==> src/rtl/pipelined_array_multiplier_n.sv <==
// Pipelined WIDTH x WIDTH carry-save array multiplier with a valid tag, a global stall enable and a 2*WIDTH product.
// Optional macro SIGNED_MODE_EN adds port tc and per-operation Baugh-Wooley two's-complement mode.
module pipelined_array_multiplier_n #(
    parameter int WIDTH = 4
) (
    input  logic                 clk,
    input  logic                 rst,
    input  logic                 en,
    input  logic                 in_valid,
    input  logic [WIDTH-1:0]     a,
    input  logic [WIDTH-1:0]     b,
`ifdef SIGNED_MODE_EN
    input  logic                 tc,
`endif
    output logic                 out_valid,
    output logic [2*WIDTH-1:0]   p
);

    localparam int PW = 2 * WIDTH;

`ifdef SIGNED_MODE_EN
    // Baugh-Wooley correction: +2^WIDTH + 2^(2*WIDTH-1), injected as the initial carry vector.
    localparam logic [PW-1:0] BW_CORR = {{(WIDTH-1){1'b0}}, 1'b1, {WIDTH{1'b0}}}
                                      | {1'b1, {(PW-1){1'b0}}};
`endif

    // Partial-product row k, aligned to product weight.
    function automatic logic [PW-1:0] pp_row(
        input logic [WIDTH-1:0] op_a,
        input logic             b_bit,
        input int               k
`ifdef SIGNED_MODE_EN
        , input logic           inv
`endif
    );
        logic [WIDTH-1:0] row;
        logic [PW-1:0]    ext;
        row = op_a & {WIDTH{b_bit}};
`ifdef SIGNED_MODE_EN
        if (inv) begin
            if (k == WIDTH - 1) begin
                row = row ^ {1'b0, {(WIDTH-1){1'b1}}};
            end else begin
                row = row ^ {1'b1, {(WIDTH-1){1'b0}}};
            end
        end else begin
            row = row;
        end
`endif
        ext = {{WIDTH{1'b0}}, row};
        return ext << k;
    endfunction

    logic [WIDTH-1:0] a_q [0:WIDTH-2];
    logic [WIDTH-1:0] b_q [0:WIDTH-2];
    logic [WIDTH-1:0] v_q;
`ifdef SIGNED_MODE_EN
    logic [WIDTH-2:0] tc_q;
`endif
    logic [PW-1:0]    s_q [1:WIDTH-1];
    logic [PW-1:0]    c_q [1:WIDTH-1];
    logic [PW-1:0]    s_d [1:WIDTH-1];
    logic [PW-1:0]    c_d [1:WIDTH-1];
    logic             out_valid_q;
    logic [PW-1:0]    p_q;

    genvar k;
    generate
        for (k = 1; k < WIDTH; k++) begin : g_csa
            logic [PW-1:0] acc_s;
            logic [PW-1:0] car_s;
            logic [PW-1:0] row_s;
            if (k == 1) begin : g_first
`ifdef SIGNED_MODE_EN
                assign acc_s = pp_row(a_q[0], b_q[0][0], 0, tc_q[0]);
                assign car_s = tc_q[0] ? BW_CORR : {PW{1'b0}};
`else
                assign acc_s = pp_row(a_q[0], b_q[0][0], 0);
                assign car_s = {PW{1'b0}};
`endif
            end else begin : g_next
                assign acc_s = s_q[k-1];
                assign car_s = c_q[k-1];
            end
`ifdef SIGNED_MODE_EN
            assign row_s = pp_row(a_q[k-1], b_q[k-1][k], k, tc_q[k-1]);
`else
            assign row_s = pp_row(a_q[k-1], b_q[k-1][k], k);
`endif
            // 3:2 compression; the carry out of the top bit is beyond the product width.
            assign s_d[k] = acc_s ^ car_s ^ row_s;
            assign c_d[k] = ((acc_s & car_s) | (acc_s & row_s) | (car_s & row_s)) << 1;
        end
    endgenerate

    // Pipeline registers: reset clears everything, en=0 freezes every stage including p.
    always_ff @(posedge clk) begin
        if (rst) begin
            for (int i = 0; i <= WIDTH - 2; i++) begin
                a_q[i] <= {WIDTH{1'b0}};
                b_q[i] <= {WIDTH{1'b0}};
            end
            for (int i = 1; i <= WIDTH - 1; i++) begin
                s_q[i] <= {PW{1'b0}};
                c_q[i] <= {PW{1'b0}};
            end
            v_q         <= {WIDTH{1'b0}};
`ifdef SIGNED_MODE_EN
            tc_q        <= {(WIDTH-1){1'b0}};
`endif
            out_valid_q <= 1'b0;
            p_q         <= {PW{1'b0}};
        end else if (en) begin
            a_q[0] <= a;
            b_q[0] <= b;
            v_q[0] <= in_valid;
`ifdef SIGNED_MODE_EN
            tc_q[0] <= tc;
            for (int i = 1; i <= WIDTH - 2; i++) begin
                tc_q[i] <= tc_q[i-1];
            end
`endif
            for (int i = 1; i <= WIDTH - 2; i++) begin
                a_q[i] <= a_q[i-1];
                b_q[i] <= b_q[i-1];
            end
            for (int i = 1; i <= WIDTH - 1; i++) begin
                v_q[i] <= v_q[i-1];
                s_q[i] <= s_d[i];
                c_q[i] <= c_d[i];
            end
            out_valid_q <= v_q[WIDTH-1];
            if (v_q[WIDTH-1]) begin
                p_q <= s_q[WIDTH-1] + c_q[WIDTH-1];
            end else begin
                p_q <= p_q;
            end
        end else begin
            out_valid_q <= out_valid_q;
            p_q         <= p_q;
        end
    end

    assign out_valid = out_valid_q;
    assign p         = p_q;

endmodule

==> config.mk <==
export PLATFORM = sky130hd
export DESIGN_NAME = pipelined_array_multiplier_n
export DESIGN_NICKNAME = d
export VERILOG_FILES = /design/src/rtl/pipelined_array_multiplier_n.sv
export SDC_FILE = /design/constraint.sdc
export NUM_CORES = 1
export LEC_CHECK = 0
export BUFFER_PORTS_ARGS = -buffer_cell sky130_fd_sc_hd__buf_4
export CAP_MARGIN = 0
export CELL_PAD_IN_SITES_DETAIL_PLACEMENT = 0
export CELL_PAD_IN_SITES_GLOBAL_PLACEMENT = 1
export CORE_ASPECT_RATIO = 1.75
export CORE_MARGIN = 1
export CORE_UTILIZATION = 48
export DETAILED_ROUTE_END_ITERATION = 6
export GPL_TIMING_DRIVEN = 0
export PLACE_DENSITY_LB_ADDON = 0.1
export SYNTH_ARGS = -nofsm -noshare
export SYNTH_HDL_FRONTEND = slang
export SYNTH_SLANG_ARGS = --single-unit
==> constraint.sdc <==
create_clock -name clk -period 1.77 [get_ports clk]
set_input_delay 0.354 -clock clk [delete_from_list [all_inputs] [get_ports clk]]
set_output_delay 0.354 -clock clk [all_outputs]
set_load 0.02 [all_outputs]
Word-level counts from Yosys, hierarchy flattened:

Memories as Yosys holds them, arrays and structs flattened.
Index checks and enable logic that the tools add are counted.

* memories: 4
* flip-flop bits (word level): 13
* memory bits (writable): 69
* word-level logic and storage cells: 58

Memories
* s_q: depth 3, bits a word 8, read ports 3, clocked after Yosys merged registers in 0, write ports 3, RTL line 60 `logic [PW-1:0] s_q [1:WIDTH-1];`
* c_q: depth 3, bits a word 7, read ports 3, clocked after Yosys merged registers in 0, write ports 3, RTL line 61 `logic [PW-1:0] c_q [1:WIDTH-1];`
* a_q: depth 3, bits a word 4, read ports 3, clocked after Yosys merged registers in 0, write ports 3, RTL line 54 `logic [WIDTH-1:0] a_q [0:WIDTH-2];`
* b_q: depth 3, bits a word 4, read ports 3, clocked after Yosys merged registers in 0, write ports 3, RTL line 55 `logic [WIDTH-1:0] b_q [0:WIDTH-2];`

* add/subtract/negate cells: 1
* multiplexer cells: 17
* reductions and logical operators: 1
* bitwise logic cells: 32

Operator list (count)
* bitwise AND 7 bit: 4
* bitwise OR 7 bit: 4
* 2-to-1 mux 4 bit: 6
* 2-to-1 mux 8 bit: 3
* 2-to-1 mux 7 bit: 3
* bitwise AND 4 bit: 4
* XOR 8 bit: 2
* bitwise AND 7 x 6 -> 7 bit: 2
* bitwise OR 1 bit: 12
* adder 8 bit: 1
* XOR 8 x 6 -> 8 bit: 1
* XOR 8 x 7 -> 8 bit: 1
* bitwise AND 4 x 5 -> 5 bit: 1
* 2-to-1 mux 1 bit: 5
* XOR 4 x 5 -> 5 bit: 1
* AND reduction 2 bit: 1

Logic depth before layout (Yosys ltp):

Gate-level depths: netlist of the first run.
An unclocked memory read counts as a cell.

* depth after elaboration: 6
* gate-level depth with buffers: 6
* gate-level depth less buffers: 6

Worst setup path after synthesis of the first run:

Ideal clock, no wire load.

* kind: input to register
* start point: input en
* end point: memory a_q[0][0], enable pin
* setup time: 0.383 ns
* slack: 0.284 ns
* arrival time: 1.103 ns
* stages: 2
* buffers on the path: 1
* cells stage by stage: buf_6 -> or2_2

RTL lines
* from (decl): RTL line 8 `input logic en,`
* to (decl): RTL line 54

==> results of run 1 <==
how the worst max path moves through the flow:
stage	slack [ns]	end	cells after the start	from
final	0.37	b_q[0][11]	2	rst
after global routing	0.26	p[6]	6	s_q[0][28]
after CTS	0.35	p[6]	6	c_q[0][24]
after detailed placement	0.007	b_q[0][2]	2	rst
after global placement	0.04	b_q[0][2]	2	rst
after floorplan	0.28	a_q[0][0]	2	en
metal layers:
metal / wire length [um] / track usage (%) / vias to the layer above / share of wire, %
met5: 0 / 0 / - / 0
met4: 125 / 11.3 / 0 / 3.3
met3: 142 / 5.17 / 11 / 3.7
met2: 2140 / 28.7 / 31 / 56
met1: 1420 / 15.1 / 679 / 37
li1: - / - / 697 / -
per-stage QoR:
step                hold WS, ns  util (%)  instance area [um^2]  std cells  setup slack (ns)
floorplan                 0.419         -                  2530        192             0.284
global placement          0.442      54.6                  2740        265            0.0411
detailed placement        0.450      54.6                  2740        265           0.00685
CTS                       0.230      57.6                  2890        281             0.354
global route              0.238      57.6                  2890        281             0.257
finish                    0.251      57.6                  2890        281             0.369
registers in the layout (all words and copies together), names as in the netlist:
name and flops:
p 8, b_q 7, a_q 12, s_q 18, out_valid 1, c_q 9, v_q 4
logic make-up after synthesis:
| group | Yosys count | synth area share [%] |
|---|---|---|
| flip-flops | 59 | 64.9 |
| XOR/XNOR | 1 | 0.346 |
| AO/OA/AOI/OAI | 10 | 2.47 |
| multiplexers | 4 | 1.58 |
| buffers and inverters | 22 | 4.85 |
| adder cells (fa/ha/maj) | 13 | 8.51 |
| AND/OR/NAND/NOR | 83 | 17.3 |
layout by cell type (no fill, tap or decap), types with 5 or more instances in the layout:
| cell type | instances |
|---|---|
| a21oi_1 | 7 |
| and2_1 | 36 |
| buf_4 | 19 |
| buf_6 | 5 |
| clkbuf_8 | 9 |
| dfxtp_1 | 13 |
| edfxtp_1 | 46 |
| fa_1 | 7 |
| ha_1 | 6 |
| inv_1 | 15 |
| nand2_1 | 19 |
| nor2_1 | 17 |
area by class of cell:
cell class              count  area share [%]
multi-input cells         111            26.4
well taps                  54            2.34
flip-flops and latches     59            56.8
repair buffers             19            4.93
plain buffers               7            2.29
inverters                  15            1.95
clock buffers              12            4.67
clock inverters             4           0.606
power groups by stage:
stage	clock (mW)	combinational, mW	sequential (mW)
finish	0.973	0.159	1.60
detailed placement	0	0.163	1.63
floorplan	0	0.111	1.62
CTS	1.00	0.165	1.60
global route	1.05	0.183	1.61
global placement	0	0.154	1.63
==> metrics.txt, run 1 <==
Reg2Reg Depth=6; total wire length=3.83 mm; area of the multi-input gates=about 760 um^2; filler cell count=roughly 420; Die Y=approximately 98 um; switching share of power=21.9%; min-delay src=rst; Synthesis Warnings=0; count leader, synth=edfxtp_1; vias per cell=5.05; Crit Reg-Reg Endpoint=p[6]; crit-path cells=buf_4, or2_2; CTS clk-pin slew, worst paths=~0.06 ns; internal power=2.14 mW; Hold Path Depth=2; hold buffers post-CTS=0; H-tree levels=3; power consumption=about 2.7 mW; Clock Latency Late Sink=between 0.3 and 0.4 ns; Hold WC Path Type=input port to register; final worst clock skew=between 0.005 and 0.006 ns; Synth Flop Type=edfxtp_1; Async S/R FF share, synth=0%; VDD IR max=between 0.4 and 0.5 mV; initial detailed-routing violation count=48; Synth top area share=54.6%; post-synthesis instance total=192; nets@finish=247; status=finished, violations left; CTS Buf Count=9; Synth area leader=edfxtp_1; CP max FO=46; worst-margin pin slew=between 1 and 1.5 ns; vias in the first global route=1425; num rows=34; syn nets=217; synth unique cells=23; register area share after synthesis=64.9%; synthesized flop and latch total=59; Tcrit/Tclk final=79.1%; top cells by count, synth=46 x edfxtp_1, 36 x and2_1, 19 x nand2_1; num ports=21; port bufs=19; relative slew slack=between 20 and 30%; Clock Root Buffer=clkbuf_8; Post-synth EDFFs=46; power share of the clock group=between 30% and 40%; total gr overflow=0; register area=0.00164 mm^2; initial antenna violation count=0; CTS tree=yes; CP delay by family, top=simple AND/OR/NAND/NOR gates; DRT antenna net count=0; Psw=around 0.6 mW; Syn Area/Cell=13.2 um^2; synthesized area=0.00253 mm^2; synth top area cells=edfxtp_1 55%, dfxtp_1 10%, and2_1 8.9%, fa_1 5.5%, ha_1 3.0%; CP max stage delay=around 0.84 ns; reg2reg setup slack=roughly 0.38 ns; Critical R2R Launch=c_q[0][24]; first-pass GRT wire length=6.35 mm; Final min period=1.40 ns; DR vias=around 1.4k; antenna cell count=0; # setup viols final=0; TNS Setup=0 ns; Critical-path top delay cell=or2_2; postcts setup bufs=0; Post-CTS Resized=0; Worst EP required=1.72 ns; Pleak=1.18 nW; crit path DAT=between 1 and 1.5 ns; die width=56.9 um; detailed-route DRC error count=11; Cell Pwr Density=945 mW/mm^2; drt first pass iters=6; largest net degree at the start of global routing=47; part of the power in registers=between 50% and 60%; hpwl dp=2.62 mm; Final Hold Fails=0; initial core utilization=50.4%; RSZ-0062 raised after global routing=false; fmax=714 MHz; core area=0.00502 mm^2; wire per inst=around 14 um; Comb power frac=5.8%; # clock sinks=between 50 and 60; die area=about 0.0056 mm^2; crit path kind=input port to register; layout cells sized above 1=18.5%; Max Slew Vio Count=0; Max Cap Viol=0; crit end category=register; Max Buffers Root-to-Sink=2; Critical Path Start Type=input port; crit path buf inv count=1; Worst Hold Endpoint=p[5]; gpl congestion=0.667; failing checks=DRC; gr usage total=16.1%; layout overhead on the synthesized area=14.3%
(Power assumes the default switching activity.)
==> run 2: changes to the inputs <==
==> constraint.sdc (replaced) <==
create_clock -name clk -period 1.4 [get_ports clk]
set_input_delay 0.28 -clock clk [delete_from_list [all_inputs] [get_ports clk]]
set_output_delay 0.28 -clock clk [all_outputs]
set_load 0.02 [all_outputs]
==> run 2 against run 1 <==
  * The run still ends with DRC left
  * Total power up 39%
  * Clock power up 60%
  * Critical path depth up 2
  * Sequential share of layout area down 1.5 points
  * Worst setup slack worse by 0.31 ns
  * Hold slack worse by 0.074 ns
  * Sequential power up 26%
  * Clock skew about the same
  * Non-clock buffer count up 1
  * Combinational power up 31%
  * Highest routed layer unchanged
==> metrics.txt, run 2 (synthesized netlist as in run 1, its figures left out) <==
CTS clk-pin slew, worst paths=0.06 ns (about the same); Biggest register=s_q; crit-path cells=ha_2, inv_1, fa_2, a211oi_2; DRT antenna net count=0 (unchanged); die area=0.00557 mm^2 (unchanged); core area=0.00502 mm^2 (unchanged); vias per cell=5.04 (-0.21%); status=finished, violations left; RSZ-0062 raised after global routing=true; worst-margin pin slew=0.632 ns (-0.441 ns); hold buffers post-CTS=0 (unchanged); largest net degree at the start of global routing=47 (unchanged); DR vias=1420 (+0.14%); CP delay by family, top=adder cells; wire per inst=14.0 um (+2.8%); port bufs=19 (unchanged); detailed-route DRC error count=6 (-5); most common cell after layout, fill and taps aside=edfxtp_1; CTS tree=yes; initial detailed-routing violation count=64 (+33%); Critical-path top delay cell=fa_2; final core occ=59.2% (+1.6 points); antenna cell count=0 (unchanged); nets@finish=248 (+0.40%); total wire length=3.95 mm (+3.2%); drt first pass iters=6 (unchanged); num rows=34 (unchanged); total gr overflow=0 (unchanged); initial core utilization=50.4% (unchanged); TNS Setup=0 ns (unchanged); # clock sinks=59 (unchanged); first-pass GRT wire length=6.64 mm (+4.5%); VDD IR max=0.912 mV (+90%); gpl congestion=0.668 (+0.20%); commonest cells after routing, fill and taps aside=46 x edfxtp_1, 36 x and2_1, 20 x buf_4, 19 x nand2_1, 17 x nor2_1; Max Cap Viol=0 (unchanged); Worst EP required=1.66 ns (-0.06 ns); register area=0.00164 mm^2 (unchanged); gr usage total=16.8% (+0.62 points); area of the multi-input gates=779 um^2 (+2.0%); CP max stage delay=0.43 ns (-0.41 ns); final worst clock skew=0.00528 ns (-0.0000845 ns); crit end category=register; CTS Buf Count=9 (unchanged); Critical Path Start Type=register; crit path DAT=1.60 ns (+0.25 ns); Largest register FFs=18 (unchanged); layout overhead on the synthesized area=17.5%; Final Hold Fails=0 (unchanged); top flop regs=s_q (18), a_q (12), c_q (9); crit path buf inv count=1 (unchanged); vias in the first global route=1502 (+5.4%); Hold WC Path Type=input port to register; filler cell count=409 (-3.5%); Tcrit/Tclk final=96.0%; Final WS setup=0.0562 ns (-0.313 ns); Clock Latency Late Sink=0.33 ns (about the same); Die Y=98.0 um (unchanged); # setup viols final=0 (unchanged); num ports=21 (unchanged); Cell Pwr Density=1270 mW/mm^2 (+35%); power consumption=3.79 mW (+39%); layout cells sized above 1=21.9% (+3.4 points); crit path kind=register to register; initial antenna violation count=0 (unchanged); H-tree levels=3 (unchanged); CP max FO=2 (-96%); Max Buffers Root-to-Sink=2 (unchanged); Max Slew Vio Count=0 (unchanged); pre-CTS WS=0.0290 ns (+0.0222 ns); Clock Root Buffer=clkbuf_8; relative slew slack=57.9% (+29 points); Final min period=1.34 ns; fmax=744 MHz; failing checks=DRC; hpwl dp=2.68 mm (+2.0%); die width=56.9 um (unchanged); Pleak=1.22 nW (+3.5%)
## run 2: cell count changes in the layout (fill, tap and decap cells not counted), sizes merged
| cell | change |
|---|---|
| buf | +1 |
| clkbuf | +4 |
| clkinv | -4 |
## run 2: area by class of cell
class	count	share of cell area, %
plain buffers	7	2.23
clock buffers	16	7.07
inverters	15	1.89
multi-input cells	111	26.2
flip-flops and latches	59	55.2
well taps	54	2.27
repair buffers	20	5.05
## run 2: path summary, 6_finish.rpt
kind              slack, ns  cells after the start    to  startpoint
setup / recovery       0.06                      4  p[5]  c_q[0][24]
hold / removal         0.18                      2  p[5]         rst
setup reg to reg       0.06                      4  p[5]  c_q[0][24]
hold reg to reg        0.45                      2  p[6]        p[6]
## run 2: power by group
group	switching [mW]	leakage [nW]	internal (mW)
Sequential	0.0358	0.613	1.99
Clock	0.622	0.109	0.935
Combinational	0.114	0.495	0.0945
Total	0.772	1.22	3.01
## run 2: through the flow
step | area, um^2 | hold WS (ns) | cells
finish | 2970 | 0.177 | 282
global route | 2970 | 0.171 | 282
CTS | 2950 | 0.166 | 281
detailed placement | 2740 | 0.448 | 265
global placement | 2740 | 0.442 | 265
floorplan | 2530 | 0.345 | 192
## run 2: metal layers
metal / share of wire, % / vias up / track usage [%] / wire [um]
met3: 3.6 / 5 / 5.96 / 143
met4: 2.0 / 0 / 10.1 / 78
met5: 0 / - / 0 / 0
met1: 36 / 691 / 14.4 / 1410
li1: - / 696 / - / -
met2: 59 / 28 / 31.4 / 2320
## run 2: timing repair
action	4_1_cts	5_1_grt
endpoints found under the setup margin	0	2
setup buffers	0	1
gates resized for setup	0	3
==> run 3: changes to the inputs <==
--- a/config.mk
+++ b/config.mk
@@ -14,7 +14,7 @@
 export CORE_UTILIZATION = 48
 export DETAILED_ROUTE_END_ITERATION = 6
 export GPL_TIMING_DRIVEN = 0
-export PLACE_DENSITY_LB_ADDON = 0.1
+export PLACE_DENSITY = 0.88
 export SYNTH_ARGS = -nofsm -noshare
 export SYNTH_HDL_FRONTEND = slang
 export SYNTH_SLANG_ARGS = --single-unit
==> constraint.sdc (replaced) <==
create_clock -name clk -period 1.35 [get_ports clk]
set_input_delay 0.27 -clock clk [delete_from_list [all_inputs] [get_ports clk]]
set_output_delay 0.27 -clock clk [all_outputs]
set_load 0.02 [all_outputs]
==> run 3 against run 2 <==
  * The run still ends with DRC left
  * Register-to-register slack is essentially flat
  * Via count fell by 2.0%
  * Count of clock-buffer cells in the layout is 2 lower
  * Die area did not move
  * Clock skew grew 0.0019 ns
  * Critical endpoint is now p[6]
  * Highest routed layer unchanged
==> metrics.txt, run 3 (synthesized netlist as in run 1, its figures left out) <==
port bufs=19 (unchanged); antenna cell count=0 (unchanged); fmax=766 MHz (+2.9%); total gr overflow=0 (unchanged); Post-Layout Cell Count=281 (-0.35%); gr usage total=15.1% (-1.7 points); vias in the first global route=1432 (-4.7%); Die Y=98.0 um (unchanged); RSZ-0062 raised after global routing=true; Placed Area=0.00274 mm^2 (unchanged); CTS clk-pin slew, worst paths=0.07 ns (about the same); wire per inst=13.1 um (-6.5%); CTS Buf Count=9 (unchanged); Final Hold Fails=0 (unchanged); CP delay by family, top=adder cells; Largest register FFs=18 (unchanged); die width=56.9 um (unchanged); Biggest register=s_q; WHS=0.157 ns (-0.0198 ns); Critical Path Start Type=register; relative slew slack=58.0% (+0.13 points); Max Slew Vio Count=0 (unchanged); DR vias=1392 (-2.0%); top flop regs=s_q (18), a_q (12), c_q (9); first-pass GRT wire length=6.07 mm (-8.6%); # clock sinks=59 (unchanged); initial core utilization=50.4% (unchanged); postcts setup bufs=0 (unchanged); Final min period=1.31 ns (-0.0378 ns); core area=0.00502 mm^2 (unchanged); CP max stage delay=0.35 ns (-0.08 ns); total wire length=3.68 mm (-6.9%); crit path DAT=1.57 ns (-0.03 ns); final worst clock skew=0.00713 ns (+0.00185 ns); nets@finish=247 (-0.40%); largest net degree at the start of global routing=47 (unchanged); Tcrit/Tclk final=96.7% (+0.75 points); initial antenna violation count=0 (unchanged); crit path kind=register to register; vias per cell=4.95 (-1.6%); crit-path cells=ha_2, inv_2, fa_2, xnor2_2, nand2_1, a21oi_1; Pleak=1.22 nW (+0.43%); crit end category=register; num ports=21 (unchanged); die area=0.00557 mm^2 (unchanged); hpwl dp=2.50 mm (-6.5%); CTS tree=yes; Worst EP required=1.61 ns (-0.05 ns); initial detailed-routing violation count=52 (-19%); Clock Latency Late Sink=0.33 ns (about the same); failing checks=DRC; Max Cap Viol=0 (unchanged); most common cell after layout, fill and taps aside=edfxtp_1; commonest cells after routing, fill and taps aside=46 x edfxtp_1, 36 x and2_1, 19 x nand2_1, 19 x buf_4, 17 x nor2_1; DRT antenna net count=0 (unchanged); layout overhead on the synthesized area=18.1%; design area=0.00299 mm^2 (+0.46%); CP max FO=2 (unchanged); VDD IR max=0.796 mV (-13%); gpl congestion=0.690 (+3.3%); H-tree levels=3 (unchanged); # setup viols final=0 (unchanged); Cell Pwr Density=1350 mW/mm^2 (+6.2%); detailed-route DRC error count=6 (unchanged); Clock Root Buffer=clkbuf_8; num rows=34 (unchanged); status=finished, violations left; Max Buffers Root-to-Sink=2 (unchanged); Hold WC Path Type=input port to register; placed cell count=265 (unchanged); drt first pass iters=6 (unchanged); Critical-path top delay cell=fa_2; hold buffers post-CTS=0 (unchanged); crit path buf inv count=1 (unchanged); layout cells sized above 1=22.5% (+0.54 points); worst-margin pin slew=0.630 ns (-0.00199 ns)
run 3: cell count changes in the layout (fill, tap and decap cells not counted), sizes merged:
cell and delta:
buf -1, clkbuf -2, clkinv +2
run 3: layout make-up:
class / instances / area, um^2
Tap cell: 54 / 67.6
Timing Repair Buffer: 19 / 143
Clock buffer: 14 / 216
Fill cell: 420 / 2030
Inverter: 15 / 56.3
Buffer: 7 / 66.3
Sequential cell: 59 / 1640
Clock inverter: 2 / 10.0
Multi-Input combinational cell: 111 / 785
run 3: repair_timing:
action                     4_1_cts  5_1_grt
pin swaps                        2        0
setup endpoints to repair        2        4
resized for setup                2        3
run 3: routing by layer:
layer | wire length [um] | vias to the layer above | global-route usage, %
li1 | - | 692 | -
met1 | 1420 | 662 | 13.5
met2 | 2050 | 29 | 28.6
met3 | 116 | 9 | 3.97
met4 | 95 | 0 | 9.57
met5 | 0 | - | 0
run 3: worst paths after layout:
path	from	endpoint	slack, ns	cells after the start
setup / recovery	s_q[0][28]	p[6]	0.04	6
setup reg to reg	s_q[0][28]	p[6]	0.04	6
hold reg to reg	p[6]	p[6]	0.45	2
hold / removal	rst	p[5]	0.16	2
run 3: per-stage QoR:
step	TNS, ns	setup slack (ns)	total power, mW	utilization [%]
floorplan	0	0.0871	2.27	-
finish	0	0.0441	4.04	59.5
CTS	0	0.00254	4.07	59.2
global route	-0.0685	-0.0331	4.18	59.5
global placement	-0.0231	-0.0231	2.33	54.6
detailed placement	-0.282	-0.0590	2.35	54.6
run 3: power by group:
| group | switching [mW] | internal, mW |
|---|---|---|
| sequential | 0.0357 | 2.06 |
| combinational | 0.118 | 0.0975 |
| clock | 0.683 | 1.05 |
| total | 0.836 | 3.20 |
